===== config.mk =====
export PLATFORM = sky130hd
export DESIGN_NAME = neuron_tdm_scheduler
export DESIGN_NICKNAME = d
export VERILOG_FILES = /design/src/rtl/neuro_pkg.sv /design/src/rtl/lif_update_core.sv /design/src/rtl/neuron_tdm_scheduler.sv
export SDC_FILE = /design/constraint.sdc
export NUM_CORES = 1
export LEC_CHECK = 0
export CAP_MARGIN = 15
export CORE_MARGIN = 4
export CORE_UTILIZATION = 62
export DETAILED_ROUTE_END_ITERATION = 7
export DONT_BUFFER_PORTS = 1
export PLACE_DENSITY = 0.82
export SYNTH_ARGS = -nofsm -noshare
export SYNTH_HDL_FRONTEND = slang
export SYNTH_HIERARCHICAL = 1
export SYNTH_SLANG_ARGS = --single-unit

===== constraint.sdc =====
create_clock -name clk -period 12.1 [get_ports clk]
set_clock_uncertainty 0.15 [all_clocks]
set_input_delay 2.42 -clock clk [delete_from_list [all_inputs] [get_ports clk]]
set_output_delay 2.42 -clock clk [all_outputs]
set_load 0.01 [all_outputs]

===== src/rtl/neuro_pkg.sv =====
// Shared definitions for time-multiplexed LIF neuron cores.
// Provides default threshold/leak constants, the scheduler FSM encoding and the
// 8-bit saturating arithmetic helpers used by the LIF update datapath.
package neuro_pkg;

  localparam logic [7:0] DefThreshold = 8'd127;
  localparam logic [7:0] DefLeak      = 8'd5;

  typedef enum logic [1:0] {
    StIdle  = 2'd0,
    StScan  = 2'd1,
    StDrain = 2'd2,
    StDone  = 2'd3
  } sched_state_e;

  // a + b computed 9-bit wide, clamped to 255.
  function automatic logic [7:0] sat_add8(input logic [7:0] a, input logic [7:0] b);
    logic [8:0] sum;
    sum = {1'b0, a} + {1'b0, b};
    return sum[8] ? 8'hFF : sum[7:0];
  endfunction

  // a - b, floored at 0.
  function automatic logic [7:0] clamp_sub8(input logic [7:0] a, input logic [7:0] b);
    return (a < b) ? 8'd0 : (a - b);
  endfunction

endpackage


===== src/rtl/lif_update_core.sv =====
// Combinational leaky integrate-and-fire update for one neuron.
// Ports:
//   v         current membrane potential
//   acc       synaptic current accumulated since the last timestep
//   refr      neuron is refractory this timestep
//   v_next    membrane potential after the update
//   refr_next refractory flag after the update
//   fire      neuron spikes this timestep (never while refractory)
module lif_update_core import neuro_pkg::*; #(
  parameter logic [7:0] THRESHOLD = DefThreshold,
  parameter logic [7:0] LEAK      = DefLeak
) (
  input  logic [7:0] v,
  input  logic [7:0] acc,
  input  logic       refr,
  output logic [7:0] v_next,
  output logic       refr_next,
  output logic       fire
);

  logic [7:0] leaked;
  logic [7:0] integ;

  always_comb begin
    leaked    = clamp_sub8(v, LEAK);
    integ     = sat_add8(leaked, acc);
    v_next    = integ;
    refr_next = 1'b0;
    fire      = 1'b0;
    if (refr) begin
      // Refractory neuron discards its input and rests at 0.
      v_next = 8'd0;
    end else if (integ > THRESHOLD) begin
      refr_next = 1'b1;
      fire      = 1'b1;
    end
  end

endmodule


===== src/rtl/neuron_tdm_scheduler.sv =====
// Time-multiplexes one LIF update core across N_NEURONS virtual neurons.
// In idle, synaptic currents accumulate per neuron; tick_start scans every
// neuron once (one per cycle) and emits spikes as indexed valid/ready events.
// Ports:
//   clk, rst                 clock, asynchronous active-high reset
//   tick_start/busy/done     timestep control and status
//   cur_valid/idx/value/ready  current write port (accepted only in idle)
//   spike_valid/idx/ready    spike event output, one outstanding at most
//   mon_idx/mon_vmem         combinational membrane potential readback
module neuron_tdm_scheduler import neuro_pkg::*; #(
  parameter int unsigned N_NEURONS = 16,
  parameter int unsigned IDX_W     = 4,
  parameter logic [7:0]  THRESHOLD = DefThreshold,
  parameter logic [7:0]  LEAK      = DefLeak
) (
  input  logic             clk,
  input  logic             rst,
  input  logic             tick_start,
  output logic             busy,
  output logic             done,
  input  logic             cur_valid,
  input  logic [IDX_W-1:0] cur_idx,
  input  logic [7:0]       cur_value,
  output logic             cur_ready,
  output logic             spike_valid,
  output logic [IDX_W-1:0] spike_idx,
  input  logic             spike_ready,
  input  logic [IDX_W-1:0] mon_idx,
  output logic [7:0]       mon_vmem
);

  sched_state_e           state_q, state_d;
  logic [IDX_W-1:0]       idx_q, idx_d;
  logic [7:0]             v_mem_q [N_NEURONS];
  logic [7:0]             v_mem_d [N_NEURONS];
  logic [7:0]             acc_q   [N_NEURONS];
  logic [7:0]             acc_d   [N_NEURONS];
  logic [N_NEURONS-1:0]   refr_q, refr_d;
  logic                   spike_valid_q, spike_valid_d;
  logic [IDX_W-1:0]       spike_idx_q, spike_idx_d;

  logic [7:0] core_v_next;
  logic       core_refr_next;
  logic       core_fire;
  logic       spike_free;
  logic       stall;
  logic       last_idx;

  lif_update_core #(
    .THRESHOLD(THRESHOLD),
    .LEAK     (LEAK)
  ) u_core (
    .v        (v_mem_q[idx_q]),
    .acc      (acc_q[idx_q]),
    .refr     (refr_q[idx_q]),
    .v_next   (core_v_next),
    .refr_next(core_refr_next),
    .fire     (core_fire)
  );

  assign spike_free = spike_valid_q & spike_ready;
  // A new spike can only be loaded if the register is empty or drains this cycle.
  assign stall      = core_fire & spike_valid_q & ~spike_ready;
  assign last_idx   = (idx_q == IDX_W'(N_NEURONS - 1));

  always_comb begin
    state_d       = state_q;
    idx_d         = idx_q;
    v_mem_d       = v_mem_q;
    acc_d         = acc_q;
    refr_d        = refr_q;
    spike_valid_d = spike_valid_q;
    spike_idx_d   = spike_idx_q;

    if (spike_free) begin
      spike_valid_d = 1'b0;
    end

    unique case (state_q)
      StIdle: begin
        if (cur_valid) begin
          acc_d[cur_idx] = sat_add8(acc_q[cur_idx], cur_value);
        end
        if (tick_start) begin
          state_d = StScan;
          idx_d   = '0;
        end
      end
      StScan: begin
        if (!stall) begin
          v_mem_d[idx_q] = core_v_next;
          refr_d[idx_q]  = core_refr_next;
          acc_d[idx_q]   = 8'd0;
          if (core_fire) begin
            spike_valid_d = 1'b1;
            spike_idx_d   = idx_q;
          end
          if (last_idx) begin
            state_d = StDrain;
          end else begin
            idx_d = idx_q + 1'b1;
          end
        end
      end
      StDrain: begin
        if (!spike_valid_q || spike_ready) begin
          state_d = StDone;
        end
      end
      StDone: begin
        state_d = StIdle;
        idx_d   = '0;
      end
      default: state_d = StIdle;
    endcase
  end

  always_ff @(posedge clk or posedge rst) begin
    if (rst) begin
      state_q       <= StIdle;
      idx_q         <= '0;
      refr_q        <= '0;
      spike_valid_q <= 1'b0;
      spike_idx_q   <= '0;
      for (int i = 0; i < N_NEURONS; i++) begin
        v_mem_q[i] <= 8'd0;
        acc_q[i]   <= 8'd0;
      end
    end else begin
      state_q       <= state_d;
      idx_q         <= idx_d;
      v_mem_q       <= v_mem_d;
      acc_q         <= acc_d;
      refr_q        <= refr_d;
      spike_valid_q <= spike_valid_d;
      spike_idx_q   <= spike_idx_d;
    end
  end

  assign busy        = (state_q != StIdle);
  assign done        = (state_q == StDone);
  assign cur_ready   = (state_q == StIdle);
  assign spike_valid = spike_valid_q;
  assign spike_idx   = spike_idx_q;
  assign mon_vmem    = v_mem_q[mon_idx];

endmodule


### Word-level counts from Yosys, hierarchy flattened

Cells that the tools add are included.

* memory bits (writable): 0
* memory bits (read-only): 0
* latch bits: 0
* input port bits: 21
* memories: 0
* register bits after elaboration: 283

* magnitude comparators: 9
* add/subtract/negate cells: 4
* bitwise logic cells: 10
* divide/modulo/power cells: 0
* reduce and logical (&&, ||, !) cells: 14
* shift-type cells: 0
* multiplexer cells: 45
* $mul: 0
* equal/unequal tests: 10

Operator list (count)
* $bwmux W128: 2
* $mux W128: 2
* $pmux W128 S2: 1
* $and A128 B128 Y128: 1
* $bmux W8 S4: 4
* $not A128 Y128: 1
* $mux W8: 14
* $demux W8 S4: 2
* $add A8 B8 Y9: 2
* $bwmux W16: 1
* $ge A5 B5 Y1 const B: 3
* $not A4 Y5: 3
* $mux W4: 3
* $ne A2 B2 Y1 const B: 6
* $pmux W4 S3: 1
* $lt A5 B1 Y1 const B: 2
* $gt A8 B7 Y1 const B: 1
* $lt A8 B3 Y1 const B: 1
* $mux W1: 8
* $mux W2: 4
* $pmux W2 S4: 1
* $reduce_and A4 Y1: 2
* $sub A8 B3 Y8 const B: 1
* $reduce_and A3 Y1: 2
* 17 further kinds: 24

### Depth between registers and ports, before layout

* depth in word-level cells: 15
* gate-level depth with buffers: 22
* depth with buffers taken out: 18

### Cells and area by module

The synthesis kept the hierarchy.

By module, submodules not included
* neuron_tdm_scheduler: instances 1, cells an instance 1165, sequential area each 7081.8 um^2, area each 16359.4 um^2
* lif_update_core: instances 1, cells an instance 77, sequential area each 0.0 um^2, area each 561.8 um^2

### Least setup slack after synthesis

Ideal clock, no wire load.

* kind: input to output
* from: input mon_idx[0]
* to: output mon_vmem[0]
* required time: 9.530 ns
* path buffers: 2
* arrival: 3.786 ns
* stages on the path: 4
* slack: 5.744 ns
* cells stage by stage: buf_2 buf_4 mux4_2 mux4_2

* longest elaborated chain between the ends: 4

Ends and longest elaborated chain
* start, declared: RTL line neuron_tdm_scheduler.sv:28 `input logic [IDX_W-1:0] mon_idx,`
* $not A4 Y5 (not written as such): RTL line neuron_tdm_scheduler.sv:145 `assign mon_vmem = v_mem_q[mon_idx];`
* $bmux W8 S4: RTL line neuron_tdm_scheduler.sv:145
* $mux W8 (not written as such) (2 in a row): RTL line neuron_tdm_scheduler.sv:145
* end, declared: RTL line neuron_tdm_scheduler.sv:29 `output logic [7:0] mon_vmem`

No other way between the ends. The select of a mux whose other input is x is not followed.

### Worst setup path after layout

* from: register idx_q[1]
* to: register acc_q[92] (netlist bit)

* longest elaborated chain between the ends: 15
* elaborated cells on any way between the ends: 30

Ends and longest elaborated chain
* start, declared: RTL line neuron_tdm_scheduler.sv:33 `logic [IDX_W-1:0] idx_q, idx_d;`
* start signal, assigned: RTL line neuron_tdm_scheduler.sv:131 `idx_q <= idx_d;`
* $not A4 Y5 (not written as such): RTL line neuron_tdm_scheduler.sv:53, neuron_tdm_scheduler.sv:54
* $bmux W8 S4: RTL line neuron_tdm_scheduler.sv:53 `.v (v_mem_q[idx_q]),`
* $mux W8 (not written as such) (2 in a row): RTL line neuron_tdm_scheduler.sv:53
* $sub A8 B3 Y8 / $lt A8 B3 Y1 (equally long branches): RTL line neuro_pkg.sv:25 `return (a < b) ? 8'd0 : (a - b);`
* $mux W8: RTL line neuro_pkg.sv:25
* $add A8 B8 Y9: RTL line neuro_pkg.sv:19 `sum = {1'b0, a} + {1'b0, b};`
* $mux W8: RTL line neuro_pkg.sv:20 `return sum[8] ? 8'hFF : sum[7:0];`
* $gt A8 B7 Y1: RTL line lif_update_core.sv:33 `end else if (integ > THRESHOLD) begin`
* $mux W1: RTL line lif_update_core.sv:33
* $mux W1 (*): RTL line lif_update_core.sv:30 `if (refr) begin`
* via core_fire: RTL line neuron_tdm_scheduler.sv:44 `logic core_fire;`
* $and A1 B1 Y1 (*) (2 in a row): RTL line neuron_tdm_scheduler.sv:63 `assign stall = core_fire & spike_valid_q & ~spike_ready;`
* $ne A2 B2 Y1 (no line) (*)
* $reduce_and A3 Y1 (no line) (*)
* end signal, assigned by index: RTL line neuron_tdm_scheduler.sv:127 `acc_q[i] <= 8'd0;`
* end signal, assigned: RTL line neuron_tdm_scheduler.sv:133 `acc_q <= acc_d;`
* end, declared: RTL line neuron_tdm_scheduler.sv:36 `logic [7:0] acc_q [N_NEURONS];`

Mark *: on every way through the listed nets, which the timed path passes. The rest lies on a longest branch. The select of a mux whose other input is x is not followed.
A chain may end at the register's enable or synchronous reset.

==> flow_metrics.tcl <==
set metrics [dict create \
    status "completed" \
    postCtsHoldBufs 0 \
    slowest_stage "and2_1" \
    seq_area_sq_um 7090 \
    critPathBufInv 3 \
    wl_per_cell_um 29.0 \
    drive_gt1_frac 0.364 \
    postSynthAreaPerCell_sq_um 13.6 \
    start_util 0.630 \
    synth-edff-count 0 \
    r2r_end "acc_q[92]" \
    diodes 0 \
    p_leak_uw 0.00741 \
    dieArea_sq_um 30000 \
    grt_pass1_vias 12400 \
    worstPathArrival_ns 7.00 \
    port_buffers 0 \
    period_share 0.557 \
    postCtsSetupBuffers 0 \
    max_cap_viol_count 0 \
    rr_startpoint "idx_q[1]" \
    synth_nets 1290 \
    synthCells 1242 \
    worstSetupEndpointType "flip-flop" \
    use_met2 0.461 \
    hold_viol 0 \
    synth_async_sr_flop_share 1.00 \
    numCtsBuffers 34 \
    whs_path_depth 1 \
    cts.sinks 283 \
    grt-busiest-layer "met2" \
    r2r.worst_path.cells 18 \
    vdd_drop_max_mv 0.219 \
    post-route-util 0.677 \
    cts-root-buf "clkbuf_16" \
    yosys_warnings 6 \
    synth_cell_types 71 \
    vias 12000 \
    die_h_um 173 \
    slowest_delay_ns 0.79 \
    grt_max_degree 131 \
    whs_endpoint "refr_q[8]" \
    viasPerCell 7.65 \
    placed_area_sq_um 17000 \
    core_sq_um 26900 \
    io-pin-count 37 \
    drc 0 \
    final_cells 1563 \
    worstSkewPairLatency_ns 0.52 \
    dp_cells 1498 \
    row_count 60 \
    gr-total-overflow 0 \
    power_density_nw_per_um2 271 \
    ys_seq_area_frac 0.419 \
    use_met1 0.432 \
    slew_headroom 0.207 \
    fmax_mhz 148 \
    design_area_sq_um 18200 \
    groute.layer.met3.usage 0.0866 \
    rsz0062_at_grt "no" \
    hold_class "reg -> reg" \
    cts_resized 0 \
    start_kind "flip-flop" \
    cts_tree "yes" \
    reg2reg_slack_ns 5.36 \
    antenna_left 0 \
    multi_input_area_sq_um 9250 \
    period_needed_ns 6.74 \
    grt_pass1_wl_mm 72.5 \
    clk_pin_slew_worst_paths_ns 0.06 \
    drt_iter0_markers 1501 \
    netlist_area_sq_um 16900 \
    die_w_um 173 \
    clockBufferDepth 3 \
    synth_ff_type "dfrtp_1" \
    area.growth.synth_to_final_pct 7.60 \
    num-fill-cells 1737 \
    cpLargestDelayFamily "simple AND/OR/NAND/NOR gates" \
    wl_mm 45.4 \
    grt_use_total 0.307 \
    tightest_slew_ns 1.18 \
    synth.ff_latch_count 283 \
    dpl.hpwl_mm 29.2 \
    final.setup.tns_ns 0 \
    criticalPathCategory "reg -> reg" \
    slew_violations 0 \
    antenna_found_initial 1 \
    nets 1246 \
    worstPathRequired_ns 12.36 \
    htree_levels 2 \
    worstPathCellList "buf_4, mux4_2, mux4_2, inv_1, ha_1, nand2b_1, nand3b_1, nor3_2, nor2_1, ha_1, a21o_1, a2111oi_1, a211oi_2, clkbuf_8, nand4b_1, and2_1, nand2b_1, a22o_1" \
    finalSetupViolations 0 \
    dr.pass1.iters 7 \
    worstHoldStart "refr_q[8]" \
    path_max_fanout 45 \
    gp_congestion 0.928 \
]
-- cell usage after synthesis (all sizes together) (2+ instances only) --
| cell | n | share of area |
|---|---|---|
| ha | 25 | 0.018 |
| xnor2 | 2 | 0.0010 |
| mux2i | 3 | 0.0018 |
| nor2 | 34 | 0.0093 |
| or2 | 2 | 0.00074 |
| nor4 | 7 | 0.0042 |
| nand2 | 30 | 0.0067 |
| xor2 | 7 | 0.0036 |
| o21bai | 2 | 0.0011 |
| a21oi | 22 | 0.0065 |
| o31a | 3 | 0.0016 |
| nand2b | 27 | 0.011 |
| nor3b | 3 | 0.0013 |
| nand3 | 11 | 0.0033 |
| nand3b | 3 | 0.0021 |
| a21o | 5 | 0.0022 |
| a31oi | 34 | 0.013 |
| inv | 27 | 0.0060 |
| nor3 | 22 | 0.0080 |
| o21ai | 42 | 0.013 |
| and4b | 2 | 0.0012 |
| o311a | 19 | 0.011 |
| mux2 | 152 | 0.10 |
| nand4b | 8 | 0.0041 |
| or3 | 7 | 0.0026 |
| nor2b | 10 | 0.0037 |
| a22o | 32 | 0.017 |
| nor4bb | 5 | 0.0030 |
| fa | 2 | 0.0024 |
| clkbuf | 41 | 0.0091 |
| and2 | 2 | 0.00074 |
| and3 | 5 | 0.0020 |
| a221oi | 3 | 0.0019 |
| buf | 61 | 0.021 |
| mux4 | 165 | 0.22 |
| o2bb2ai | 64 | 0.033 |
| nand4 | 4 | 0.0015 |
| dfrtp | 283 | 0.42 |
| a211oi | 49 | 0.023 |
| a21boi | 6 | 0.0027 |
-- power breakdown --
| part | internal, uW | total (uW) | switching [uW] |
|---|---|---|---|
| clock network | 643 | 1050 | 407 |
| registers | 1240 | 1530 | 286 |
| logic | 1040 | 2360 | 1310 |
-- flip-flops by register name (all words and copies together) (netlist names) --
name / cells
idx_q: 4
v_mem_q: 128
spike_valid: 1
state_q: 2
spike_idx: 4
acc_q: 128
refr_q: 16
-- area by class of cell --
type                            instances  share of cell area
Clock buffer                           44              0.0522
Multi-Input combinational cell        830               0.508
Clock inverter                         16              0.0116
Sequential cell                       283               0.389
Tap cell                              341              0.0234
Inverter                               27             0.00598
Timing Repair Buffer                   22             0.00962
-- cell usage in the layout (no fill, tap or decap), types with 4 or more instances in the layout --
cell and n:
dfrtp_1 280, mux4_2 165, mux2_2 150, o2bb2ai_1 64, a211oi_1 46, o21ai_0 38, clkbuf_16 35, a31oi_1 34
a22o_1 32, nand2_1 30, inv_1 26, ha_1 24, a21oi_1 22, nor2_1 22, buf_4 20, o311a_1 18
nand2b_1 17, nor3_1 17, nor2_2 12, nand3_1 11, nor2b_1 10, nand2b_2 10, nand4b_1 8, or3_1 7
xor2_1 7, clkinv_2 7, a21boi_0 6, nor3_2 5, a21o_1 5, clkbuf_8 5, clkbuf_1 5, nand4_1 4
nor4_1 4, nor4bb_1 4, bufinv_16 4
-- worst max-delay path by stage --
stage	startpoint	to	slack (ns)	depth (start not counted)
final	idx_q[1]	acc_q[92]	5.36	18
after global placement	idx_q[1]	v_mem_q[98]	5.39	18
after CTS	idx_q[1]	v_mem_q[127]	5.12	18
after floorplan	rst	acc_q[0]	1.72	1
after detailed placement	idx_q[1]	v_mem_q[127]	5.16	18
after global routing	idx_q[1]	acc_q[92]	4.96	18
-- stage by stage --
step                      worst slack, ns  hold WS (ns)  total power (uW)
after detailed placement             5.16         0.338              3750
after floorplan                      1.72         0.317              3210
final                                5.36         0.355              4940
after global routing                 4.96         0.369              5200
after global placement               5.39         0.333              3650
after CTS                            5.12         0.355              4820
-- logic make-up (layout without fill, tap and decap cells) --
group | after synthesis | count (layout) | share of synthesized area
AOI/OAI and AO/OA | 289 | 289 | 0.130
buffers and inverters | 129 | 109 | 0.0359
xor gates and xnor gates | 9 | 9 | 0.00466
muxes | 320 | 320 | 0.323
and+or+nand+nor | 185 | 185 | 0.0674
adders and majority gates | 27 | 27 | 0.0209
DFF | 283 | 283 | 0.419
-- per-layer routing --
metal	vias to the layer above	routed length [um]
met5	-	13
met4	2	1950
met3	173	5090
met2	764	21000
met1	6116	17300
li1	4908	-
No activity file was read; power rests on OpenSTA's default activity.
==> RTL edit 1 (same flow settings) <==
`N_NEURONS`: 16 -> 64.
--- a/src/rtl/neuron_tdm_scheduler.sv
+++ b/src/rtl/neuron_tdm_scheduler.sv
@@ -9,5 +9,5 @@
 //   mon_idx/mon_vmem         combinational membrane potential readback
 module neuron_tdm_scheduler import neuro_pkg::*; #(
-  parameter int unsigned N_NEURONS = 16,
+  parameter int unsigned N_NEURONS = 64,
   parameter int unsigned IDX_W     = 4,
   parameter logic [7:0]  THRESHOLD = DefThreshold,
Check against the original RTL: not settled (the Yosys comparison gave no result); the edit may change what the design does.
==> RTL edit 1 against the unedited design <==
- power fell by 5.2%
- synthesized cell count decreased by 10%
- count of clock-buffer cells in the layout shrank 10
- worst setup slack gained 0.12 ns
- synthesized area shrank 6.0%
- routed wire length decreased by 12%
- sequential cell count unchanged
- final cell count fell by 8.0%
- design area is 6.0% lower
- largest cell class unchanged
==> RTL edit 1: results (changes against the unedited design) <==
Status
  • Status: complete, no violations

Worst setup path
  • CP arrival: 6.90 ns (-0.10 ns)
  • CP peak stage delay: 0.86 ns (+0.07 ns)
  • CP max-delay cell: dfrtp_4
  • Max Fanout on Critical Path: 43 (-4.4%)

Synth
  • Net Count, Synth: 1165 (-9.7%)
  • Avg Cell Area, Syn: 14.2 um2 (+4.5%)
  • Ranking of synthesized cells by area: dfrtp_1 (45%), mux4_2 (23%), mux2_2 (8.0%)
  • Post-synthesis compound-gate area fraction: 0.0948 (-0.0352)
  • Synth cell count leaders: dfrtp_1 (283), mux4_2 (165), mux2_2 (113), nand2_1 (85), o2bb2ai_1 (55)

Routing
  • DRT Pass-1 Iters: 5 (-2)
  • Vias after detailed routing: 10500 (-12%)
  • Total Wirelength: 39.7 mm (-12%)

Final layout
  • Area Overhead vs Synth: 7.64% (about the same)
  • Bufs w/o clock: 12 (-45%)
  • Fraction of area in registers: 0.414 (+0.0248)
  • Layout net count: 1134 (-9.0%)
  • Layout cells sized above 1: 0.345 (-0.0194)
  • Clock buffer count: 34 (-23%)
  • Multi-input gate count: 746 (-10%)

Power
  • Final Power: 4.68 mW (-5.2%)
  • Max rail drop VDD: 0.211 mV (-3.6%)

Global route
  • Number of global-route vias before repair: 11100 (-10%)
  • Largest net degree at the start of global routing: 154 (+18%)

Placed design
  • Pre-CTS setup slack: 5.49 ns (+0.331 ns)
  • Placer Congestion: 0.937 (+0.96%)

STA
  • Max_slew headroom: 0.218 (+0.0110)

CTS
  • Clock Latency Late Sink: 0.54 ns (+0.02 ns)
  • CTS Buf Count: 29 (-15%)
  • CTS H-tree depth: 1 (-1)
[RTL edit 1: path summary, 6_finish.rpt]
path / from / to / slack, ns / depth (start not counted)
max: idx_q[0] / acc_q[423] / 5.47 / 14
max reg2reg: idx_q[0] / acc_q[423] / 5.47 / 14
min reg2reg: refr_q[3] / refr_q[3] / 0.35 / 1
min: refr_q[3] / refr_q[3] / 0.35 / 1
min in group asynchronous: rst / v_mem_q[401] / 1.81 / 1
max in group asynchronous: rst / v_mem_q[442] / 8.41 / 2
[RTL edit 1: metal layers]
layer | track usage | vias up | wire length (um)
li1 | - | 4323 | -
met1 | 0.410 | 5508 | 15500
met2 | 0.443 | 575 | 18700
met3 | 0.0942 | 83 | 4370
met4 | 0.0730 | 2 | 1050
met5 | 0.0174 | - | 62
==> RTL edit 2 (config.mk and constraints unchanged) <==
Without the edit above. The 4 states of `sched_state_e` get a one-hot encoding in 4 bits.
--- a/src/rtl/neuro_pkg.sv
+++ b/src/rtl/neuro_pkg.sv
@@ -7,9 +7,9 @@
   localparam logic [7:0] DefLeak      = 8'd5;
 
-  typedef enum logic [1:0] {
-    StIdle  = 2'd0,
-    StScan  = 2'd1,
-    StDrain = 2'd2,
-    StDone  = 2'd3
+  typedef enum logic [3:0] {
+    StIdle  = 4'b0001,
+    StScan  = 4'b0010,
+    StDrain = 4'b0100,
+    StDone  = 4'b1000
   } sched_state_e;
 
Formal check against the unedited RTL: same outputs for any inputs over 4 cycles, from zero or initial values and one cycle with rst high; so few cycles prove little.
==> RTL edit 2 against the unedited design <==
- combinational power shrank 16%
- first-iteration DRC count grew 6.4%
- via count shrank 6.2%
- synthesized cell count shrank 3.7%
- synthesized area shrank 5.8%
- sequential power shrank 8%
- design area shrank 6.2%
- routed wire length shrank 6.6%
- power shrank 12%
- worst setup slack lost 0.22 ns
- sequential cell count grew 2
- highest routed layer is now met4
==> RTL edit 2: results (changes against the unedited design) <==
Worst setup path
  • Worst setup endpoint: refr_q[7]
  • CP max-delay cell: dfrtp_4
  • Worst r2r path cells: 14 (-4)
  • Worst r2r dst: refr_q[7]
  • Critical Path Source: idx_q[0]
  • R2R setup slack: 5.13 ns (-0.22 ns)

Synth
  • Yosys cell types: 66 (-7.0%)
  • Net Count, Synth: 1240 (-3.9%)
  • Asr flop ratio synth: 1.00 (unchanged)
  • Ranking of synthesized cells by area: dfrtp_1 (45%), mux4_2 (23%), mux2_2 (10%)
  • Avg Cell Area, Syn: 13.3 um2 (-2.2%)
  • Sequential fraction of the synthesis area: 0.448 (+0.0291)
  • Synth cell count leaders: dfrtp_1 (284), mux4_2 (165), mux2_2 (144), nand3_1 (140), o21ai_0 (133)

Final layout
  • Non-Filler Instances: 1496 (-4.3%)
  • Fill cells: 1657 (-4.6%)
  • Non-CTS inverters: 15 (-44%)
  • Seq cells: 285 (+0.71%)
  • Clock buffer count: 42 (-4.5%)
  • Fraction of area in registers: 0.418 (+0.0287)
  • Layout cells sized above 1: 0.358 (-0.00567)
  • Fin util: 0.676 (-0.00144)
  • Buffering overhead: 0.00901 (-0.000606)
  • Fraction of area in multi-input gates: 0.484 (-0.0236)
  • Multi-input gate count: 790 (-4.8%)

Power
  • Comb group: 1.99 mW (-16%)
  • Static leakage: 7.51 nW (+1.4%)
  • Max rail drop VDD: 0.237 mV (+8.0%)
  • Sw Ratio: 0.408 (+0.00142)
  • Register share of total power: 0.320 (+0.010)
  • Proportion of power drawn by combinational gates: 0.458 (-0.019)

Floorplanning
  • Die Area: 28300 um2 (-5.6%)

STA
  • Fin crit share: 0.576 (+0.0184)
  • Max_slew headroom: 0.214 (+0.00732)

CTS
  • Clock Latency Late Sink: 0.57 ns (+0.05 ns)
  • CTS Buf Count: 30 (-12%)
  • CTS H-tree depth: 1 (-1)
  • Max Buffers Root-to-Sink: 3 (unchanged)
  • Reg clk slew, reported paths: 0.06 ns (about the same)

Placed design
  • Final HPWL DP: 26.1 mm (-10%)
  • Dpl cells: 1431 (-4.5%)
  • Placer Congestion: 0.889 (-4.2%)
  • Placed inst area: 16000 um2 (-6.1%)

Global route
  • Number of global-route vias before repair: 11100 (-9.9%)
  • Largest net degree at the start of global routing: 142 (+8.4%)
  • Global-route wire length before repair: 65.9 mm (-9.1%)
  • Overall routing resource usage: 0.300 (-0.00665)

Routing
  • DRT Pass-1 Iters: 6 (-1)
  • Total Wirelength: 42.4 mm (-6.6%)
  • DR vias/cell: 7.50 (-2.0%)
  • Initial DRC Count: 1597 (+6.4%)

Status
  • Status: complete, no violations
## RTL edit 2: logic make-up after synthesis
logic type,after synthesis,share of synthesized area
AOI/OAI and AO/OA,192,0.0665
xor gates and xnor gates,10,0.00550
adders and majority gates,23,0.0190
buffers and inverters,121,0.0339
DFF,285,0.448
muxes,313,0.338
and+or+nand+nor,252,0.0893
## RTL edit 2: worst min-delay path by stage
stage	from	end	slack (ns)	depth (start not counted)
final	refr_q[3]	refr_q[3]	0.36	1
after global routing	refr_q[15]	refr_q[15]	0.37	1
after floorplan	refr_q[5]	refr_q[5]	0.32	1
after CTS	refr_q[3]	refr_q[3]	0.36	1
after global placement	refr_q[6]	refr_q[6]	0.33	1
after detailed placement	refr_q[3]	refr_q[3]	0.34	1
## RTL edit 2: metal layers
metal	up-vias	GRT usage	wire [um]	part of all wire
li1	4514	-	-	-
met1	5797	0.434	15900	0.38
met2	794	0.465	20200	0.48
met3	117	0.0686	4890	0.12
met4	0	0.0935	1370	0.032
met5	-	0	0	0
